===== src/rtl/riscv_pkg.sv =====
// Shared RISC-V front-end definitions: boot constants, memory-map regions,
// fetch FSM encoding and fetch payload types.
package riscv_pkg;

    localparam int unsigned XLEN     = 32;
    localparam int unsigned REGION_W = 4;

    localparam logic [XLEN-1:0] RESET_PC_DEFAULT = 32'h4000_0000;
    localparam logic [XLEN-1:0] NOP_INST_DEFAULT = 32'h0000_0013;

    // Top nibble of the address selects the backing memory
    localparam logic [REGION_W-1:0] REGION_IMEM_LO = 4'h1;
    localparam logic [REGION_W-1:0] REGION_IMEM_HI = 4'h2;
    localparam logic [REGION_W-1:0] REGION_BIOS    = 4'h4;

    typedef enum logic [1:0] {
        ST_BOOT  = 2'd0,
        ST_RUN   = 2'd1,
        ST_HOLD  = 2'd2,
        ST_FLUSH = 2'd3
    } fetch_state_e;

    typedef enum logic [1:0] {
        SRC_NONE = 2'd0,
        SRC_IMEM = 2'd1,
        SRC_BIOS = 2'd2
    } fetch_src_e;

    typedef struct packed {
        logic [XLEN-1:0] inst;
        logic            valid;
    } fetch_word_t;

    function automatic logic [XLEN-1:0] align_word(input logic [XLEN-1:0] addr);
        return {addr[XLEN-1:2], 2'b00};
    endfunction

endpackage


===== src/rtl/fetch_region_decode.sv =====
// Maps the top address nibble to an instruction source; shared with the
// memory stage so both agree on the memory map.
module fetch_region_decode
    import riscv_pkg::*;
(
    input  logic [REGION_W-1:0] region,
    output fetch_src_e          src_c,
    output logic                valid_c
);

    always_comb begin
        src_c   = SRC_NONE;
        valid_c = 1'b0;
        case (region)
            REGION_BIOS: begin
                src_c   = SRC_BIOS;
                valid_c = 1'b1;
            end
            REGION_IMEM_LO, REGION_IMEM_HI: begin
                src_c   = SRC_IMEM;
                valid_c = 1'b1;
            end
            default: ;
        endcase
    end

endmodule


===== src/rtl/fetch_unit.sv =====
// Instruction fetch: PC sequencing against synchronous IMEM/BIOS, with
// stall hold, one-bubble redirect squash and a boot bubble after reset.
module fetch_unit
    import riscv_pkg::*;
#(
    parameter logic [XLEN-1:0] RESET_PC = RESET_PC_DEFAULT,
    parameter logic [XLEN-1:0] NOP_INST = NOP_INST_DEFAULT
) (
    input  logic            clk,
    input  logic            rst,
    input  logic            stall,
    input  logic            redirect,
    input  logic [XLEN-1:0] redirect_target,
    output logic [XLEN-1:0] fetch_addr,
    input  logic [XLEN-1:0] imem_dout,
    input  logic [XLEN-1:0] bios_dout,
    output logic [XLEN-1:0] inst,
    output logic [XLEN-1:0] inst_pc,
    output logic            inst_valid
);

    localparam logic [XLEN-1:0] PC_STEP = XLEN'(4);
    localparam logic [XLEN-1:0] BOOT_PC = RESET_PC - PC_STEP;

    fetch_state_e    state_q, state_d;
    logic [XLEN-1:0] pc_q, pc_d;
    fetch_word_t     hold_q, hold_d;
    fetch_word_t     mem_word_c;
    fetch_src_e      src_c;
    logic            region_valid_c;

    fetch_region_decode u_region_decode (
        .region  (pc_q[XLEN-1 -: REGION_W]),
        .src_c   (src_c),
        .valid_c (region_valid_c)
    );

    // Data returned this cycle for the registered PC
    always_comb begin
        mem_word_c.inst  = NOP_INST;
        mem_word_c.valid = region_valid_c;
        case (src_c)
            SRC_BIOS: mem_word_c.inst = bios_dout;
            SRC_IMEM: mem_word_c.inst = imem_dout;
            default:  mem_word_c.inst = NOP_INST;
        endcase
    end

    always_ff @(posedge clk or negedge rst) begin
        if (!rst) begin
            state_q <= ST_BOOT;
            pc_q    <= BOOT_PC;
            hold_q  <= '{inst: NOP_INST, valid: 1'b0};
        end else begin
            state_q <= state_d;
            pc_q    <= pc_d;
            hold_q  <= hold_d;
        end
    end

    // FLUSH holds the PC so the redirect target is refetched after the bubble
    always_comb begin
        state_d = state_q;
        hold_d  = hold_q;
        pc_d    = pc_q + PC_STEP;
        if (redirect) begin
            pc_d = align_word(redirect_target);
        end else if (stall || (state_q == ST_FLUSH)) begin
            pc_d = pc_q;
        end

        if (redirect) begin
            state_d = ST_FLUSH;
        end else begin
            case (state_q)
                ST_BOOT:  state_d = ST_RUN;
                ST_RUN: begin
                    if (stall) begin
                        state_d = ST_HOLD;
                        hold_d  = mem_word_c;
                    end
                end
                ST_HOLD:  state_d = stall ? ST_HOLD : ST_RUN;
                ST_FLUSH: state_d = ST_RUN;
                default:  state_d = ST_BOOT;
            endcase
        end
    end

    always_comb begin
        fetch_addr = pc_d;
        inst_pc    = pc_q;
        inst       = NOP_INST;
        inst_valid = 1'b0;
        case (state_q)
            ST_RUN: begin
                inst       = mem_word_c.inst;
                inst_valid = mem_word_c.valid;
            end
            ST_HOLD: begin
                inst       = hold_q.inst;
                inst_valid = hold_q.valid;
            end
            default: ;
        endcase
    end

endmodule


===== config.mk =====
export PLATFORM = sky130hd
export DESIGN_NAME = fetch_unit
export DESIGN_NICKNAME = d
export VERILOG_FILES = /design/src/rtl/riscv_pkg.sv /design/src/rtl/fetch_region_decode.sv /design/src/rtl/fetch_unit.sv
export SDC_FILE = /design/constraint.sdc
export NUM_CORES = 1
export LEC_CHECK = 0
export CAP_MARGIN = 10
export CORE_MARGIN = 3
export CORE_UTILIZATION = 46
export CTS_BUF_LIST = sky130_fd_sc_hd__clkbuf_8
export CTS_CLUSTER_DIAMETER = 150
export DETAILED_ROUTE_END_ITERATION = 10
export PLACE_DENSITY = 0.95
export SKIP_CTS_REPAIR_TIMING = 1
export SLEW_MARGIN = 10
export SYNTH_ARGS = -nofsm -noshare
export SYNTH_HDL_FRONTEND = slang
export SYNTH_HIERARCHICAL = 1
export SYNTH_SLANG_ARGS = --single-unit

===== constraint.sdc =====
create_clock -name clk -period 7.2 [get_ports clk]
set_clock_uncertainty 0.1 [all_clocks]
set_input_delay 1.8 -clock clk [delete_from_list [all_inputs] [get_ports clk]]
set_output_delay 1.8 -clock clk [all_outputs]
set_load 0.005 [all_outputs]

== Word level (Yosys, flattened, before mapping) ==
Index checks and enable logic that the tools add are counted.

* Flip-flop bits (word level): 67
* Input port bits: 100

* Bitwise operators: 1
* Equality and inequality tests: 9
* Multiplexer cells: 11
* Reduce and logical (&&, ||, !) cells: 6
* Add/sub/neg operators: 1

{| class="wikitable"
|+ Operator list
! kind !! count
|-
| 32-bit case mux with 2 select lines || 2
|-
| 32-bit 2-to-1 mux || 2
|-
| 32-bit by 3-bit adder with 32-bit output (second input constant) || 1
|-
| 2-bit == test (second input constant) || 3
|-
| 2-bit 2-to-1 mux || 3
|-
| 2-bit case mux with 3 select lines || 1
|-
| 2-bit by 1-bit == test with 1-bit output (second input constant) || 2
|-
| 4-bit by 1-bit == test with 1-bit output (second input constant) || 1
|-
| 4-bit by 2-bit == test with 1-bit output (second input constant) || 1
|-
| 4-bit by 3-bit == test with 1-bit output (second input constant) || 1
|-
| 2-bit case mux with 2 select lines || 1
|-
| 2-bit OR reduction || 2
|-
| 3-bit inequality test (second input constant) || 1
|-
| 3-bit AND reduction || 1
|-
| 3-bit OR reduction || 1
|-
| 2-bit logical NOT || 1
|-
| 1-bit case mux with 2 select lines || 1
|-
| 1-bit logical OR || 1
|-
| 1-bit 2-to-1 mux || 1
|-
| 1-bit NOT || 1
|}

== Depth between registers and ports, before layout ==
* Depth after elaboration: 6
* Gate-level depth with buffers: 9

== Modules after synthesis ==
The synthesis kept the hierarchy.

{| class="wikitable"
|+ By module, submodules not included
! module !! instances !! cells each !! area an instance (sq um)
|-
| fetch_unit || 1 || 437 || 4139.0
|-
| fetch_region_decode || 1 || 7 || 50.0
|}

== Worst setup path before layout ==
OpenSTA, ideal clock, no wires.

* Path type: input to output
* Start: input stall
* End: output fetch_addr[20]
* Cell stages on the path: 5
* Path buffers: 1
* Slack: 2.238 ns
* Arrival: 3.062 ns
* Cell sequence: buf_6 nor3b_4 nand2_2 or4_1 a31oi_1

* Word-level cells in the longest chain between the ends: 3

{| class="wikitable"
|+ Ends and longest elaborated chain
! item !! line !! source
|-
| from (decl) || fetch_unit.sv:11 || <nowiki>input logic stall,</nowiki>
|-
| 1-bit logical OR || fetch_unit.sv:68 || <nowiki>end else if (stall || (state_q == ST_FLUSH)) begin</nowiki>
|-
| 32-bit 2-to-1 mux || fetch_unit.sv:68 ||
|-
| 32-bit 2-to-1 mux || fetch_unit.sv:66 || <nowiki>if (redirect) begin</nowiki>
|-
| to (decl) || fetch_unit.sv:14 || <nowiki>output logic [XLEN-1:0] fetch_addr,</nowiki>
|}

Every way passes these cells.

== Final worst setup path ==
* Start: input redirect
* End: output fetch_addr[18]

* Word-level cells in the longest chain between the ends: 1

{| class="wikitable"
|+ Ends and longest elaborated chain
! item !! line !! source
|-
| from (decl) || fetch_unit.sv:12 || <nowiki>input logic redirect,</nowiki>
|-
| 32-bit 2-to-1 mux || fetch_unit.sv:66 ||
|}

Every way passes these cells.

==> results.ini <==
[cells_and_area]
diodes=0
area_delta_synth_final_pct=51.43
design_area_sq_um=6344
drive_above_1_share=0.1603
final_net_count=725
fill_cells=637

[die]
die_x_microns=101.4
io_pins=197
coreArea_sq_um=8763
rows=34
start_util=0.4780
die_area_sq_um=10290
die_h_microns=101.4

[setup_path]
cp_max_fo=34
crit_path_cell_trace=clkdlybuf4s50_1, buf_4, clkinv_1, a31oi_1, clkdlybuf4s50_1
cp-start-kind=input port
crit_path_top_delay_cell=clkinv_1
crit_type=in -> out
cp.required_ps=5300
critPathMostFrequentCell=clkdlybuf4s50_1
max_stage_delay_ps=790
end_kind=output port
r2r_setup_slack_ps=4350
cp.arrival_ps=4510

[yosys]
synth-edff-count=0
synth_flop_cell=dfrtp_1
yosys_warnings=6
yosysSeqAreaShare=0.4095
syn-num-nets=550
synth_cell_types=46
synth-async-reset-ratio=1.000
avgSynthCellArea_sq_um=9.435
synth_seq_cells=67
netlist_area_sq_um=4189
syn_inst=444

[timing]
fin_crit_sh=0.8902
worstMarginPinSlew_ps=1218
rsz0062_at_grt=false
slew_viol_final=0
finalWorstSetupSlack_ps=790.7
post-route-min-period_ps=6409
hold_viol=0
holdWs_ps=414.7
tns_ps=0
slew-limit-headroom=0.1880
fmax_ghz=0.1560
setup_viol=0

[detailed_routing]
drt-initial-drc-count=215
drt_wl_total_microns=13730
met1Wirelength_microns=5311
route.vias.total=4332
met3_length_microns=633
viasPerCell=5.918
drc_errors=0
routed.top_layer=met4
drt_pass1_iterations=5
antenna_left=0
wl_met2_microns=7354
routedWlPerCell_microns=18.76

[clock_tree]
cts_buffers=9
htree_levels=3
clk_latency_ps=340
clk_path_buf_depth=2
numClockSinks=67
root_buffer=clkbuf_8
cts.clk_slew.worst_paths_ps=70
cts_tree=yes

[place]
hpwl_microns=9924
place_congestion=0.8279
place_area_sq_um=6141
port_buffers=194
place_ws_ps=828.4

[global_routing]
grt_max_degree=68
grt_usage=0.2588
grt-ovfl-total=0
grt_first_pass_wirelength_microns=21260
antenna_found_initial=0
grt_pass1_vias=4399

[power]
cellPowerDensity_nw_per_um2=202.8
power.total_mw=1.287
irDropWorstVdd_uv=271.5
leakagePower_nw=2.383

[job]
maxCapViolCount=0

[outcome]
status=complete, no violations

[hold_path]
hold_path.class=reg -> reg

-- layer usage --
metal | vias up | GRT usage
li1 | 2008 | -
met1 | 2135 | 0.3010
met2 | 153 | 0.4708
met3 | 36 | 0.04132
met4 | 0 | 0.1063
met5 | - | 0
-- sequential cells by signal (all words and copies together), names as in the netlist --
register and flops:
inst_pc 32, hold_q 33, state_q 2
-- through the flow --
step	util	std cells
after floorplan	-	444
after detailed placement	0.7007	716
after global placement	0.7007	716
after CTS	0.7239	732
after global routing	0.7239	732
final	0.7239	732
-- report_power, final --
part | switching (mW) | total [mW] | internal [mW]
clock | 0.150 | 0.319 | 0.169
sequential | 0.0404 | 0.470 | 0.429
combinational | 0.269 | 0.498 | 0.229
total | 0.459 | 1.29 | 0.828
-- logic make-up (layout without fill, tap and decap cells) --
logic type / after synthesis / after routing / synth area share
mux: 34 / 34 / 0.09110
simple gates: 160 / 160 / 0.2031
flops: 67 / 67 / 0.4095
xor+xnor: 14 / 14 / 0.02927
buf+inv: 44 / 224 / 0.04689
fa+ha+maj: 6 / 6 / 0.01792
compound gates: 119 / 119 / 0.2022
-- synth_stat cells (2+ instances only) --
library cell	n	area (sq um)
a21oi_1	2	10.01
and4_1	3	26.28
nor2_1	79	296.5
dfrtp_1	36	900.9
nor2b_1	3	18.77
xnor2_1	6	52.55
and2_1	3	18.77
nand4_1	8	50.05
nand3_2	2	20.02
buf_2	4	20.02
a22oi_1	59	442.9
o21ai_0	17	85.08
and3_1	2	12.51
inv_1	8	30.03
a31oi_1	16	100.1
nand4_4	3	63.81
ha_1	6	75.07
clkbuf_1	26	97.59
dfstp_2	31	814.5
xor2_1	8	70.07
nand3_1	8	40.04
nor3_1	3	15.01
nand2_1	20	75.07
or4_1	14	105.1
mux2_2	33	371.6
and4_4	2	22.52
and3_2	2	15.01
buf_6	3	33.78
o31ai_1	14	105.1
a221o_1	7	70.07
-- final timing paths --
path	startpoint	end	depth (start not counted)
setup / recovery	redirect	fetch_addr[18]	5
hold / removal	hold_q[24]	hold_q[24]	1
setup reg to reg	inst_pc[30]	hold_q[23]	5
hold reg to reg	hold_q[24]	hold_q[24]	1
max in group asynchronous	rst	state_q[1]	2
min in group asynchronous	rst	hold_q[25]	2
-- critical path: cells and delay by family --
kind                   cells  cell delay, ps
AO/OA/AOI/OAI              1             570
buffers and inverters      4            2110
-- cells in the final DEF (no fill, tap or decap), drive strengths merged, types with 3 or more instances in the layout --
cell             n
clkdlybuf4s50  193
nor2            79
mux2            33
and3             4
nand4           11
a22oi           59
nor2b            3
nand3           10
ha               6
a31oi           16
a221o            7
o21ai           18
nor3             3
clkinv           5
clkbuf          10
buf              6
and4             6
o31ai           14
xnor2            6
inv              8
nand2           21
dfstp           31
dfrtp           36
xor2             8
or4             14
and2             4
-- area by class of cell --
type	count	area, sq um	share of cell area
well taps	108	135.1	0.02130
flip-flops and latches	67	1715	0.2704
repair buffers	199	1974	0.3112
inverters	9	33.78	0.005325
clock buffers	10	137.6	0.02170
clock inverters	6	65.06	0.01026
multi-input cells	333	2282	0.3598
(Power assumes the default switching activity.)
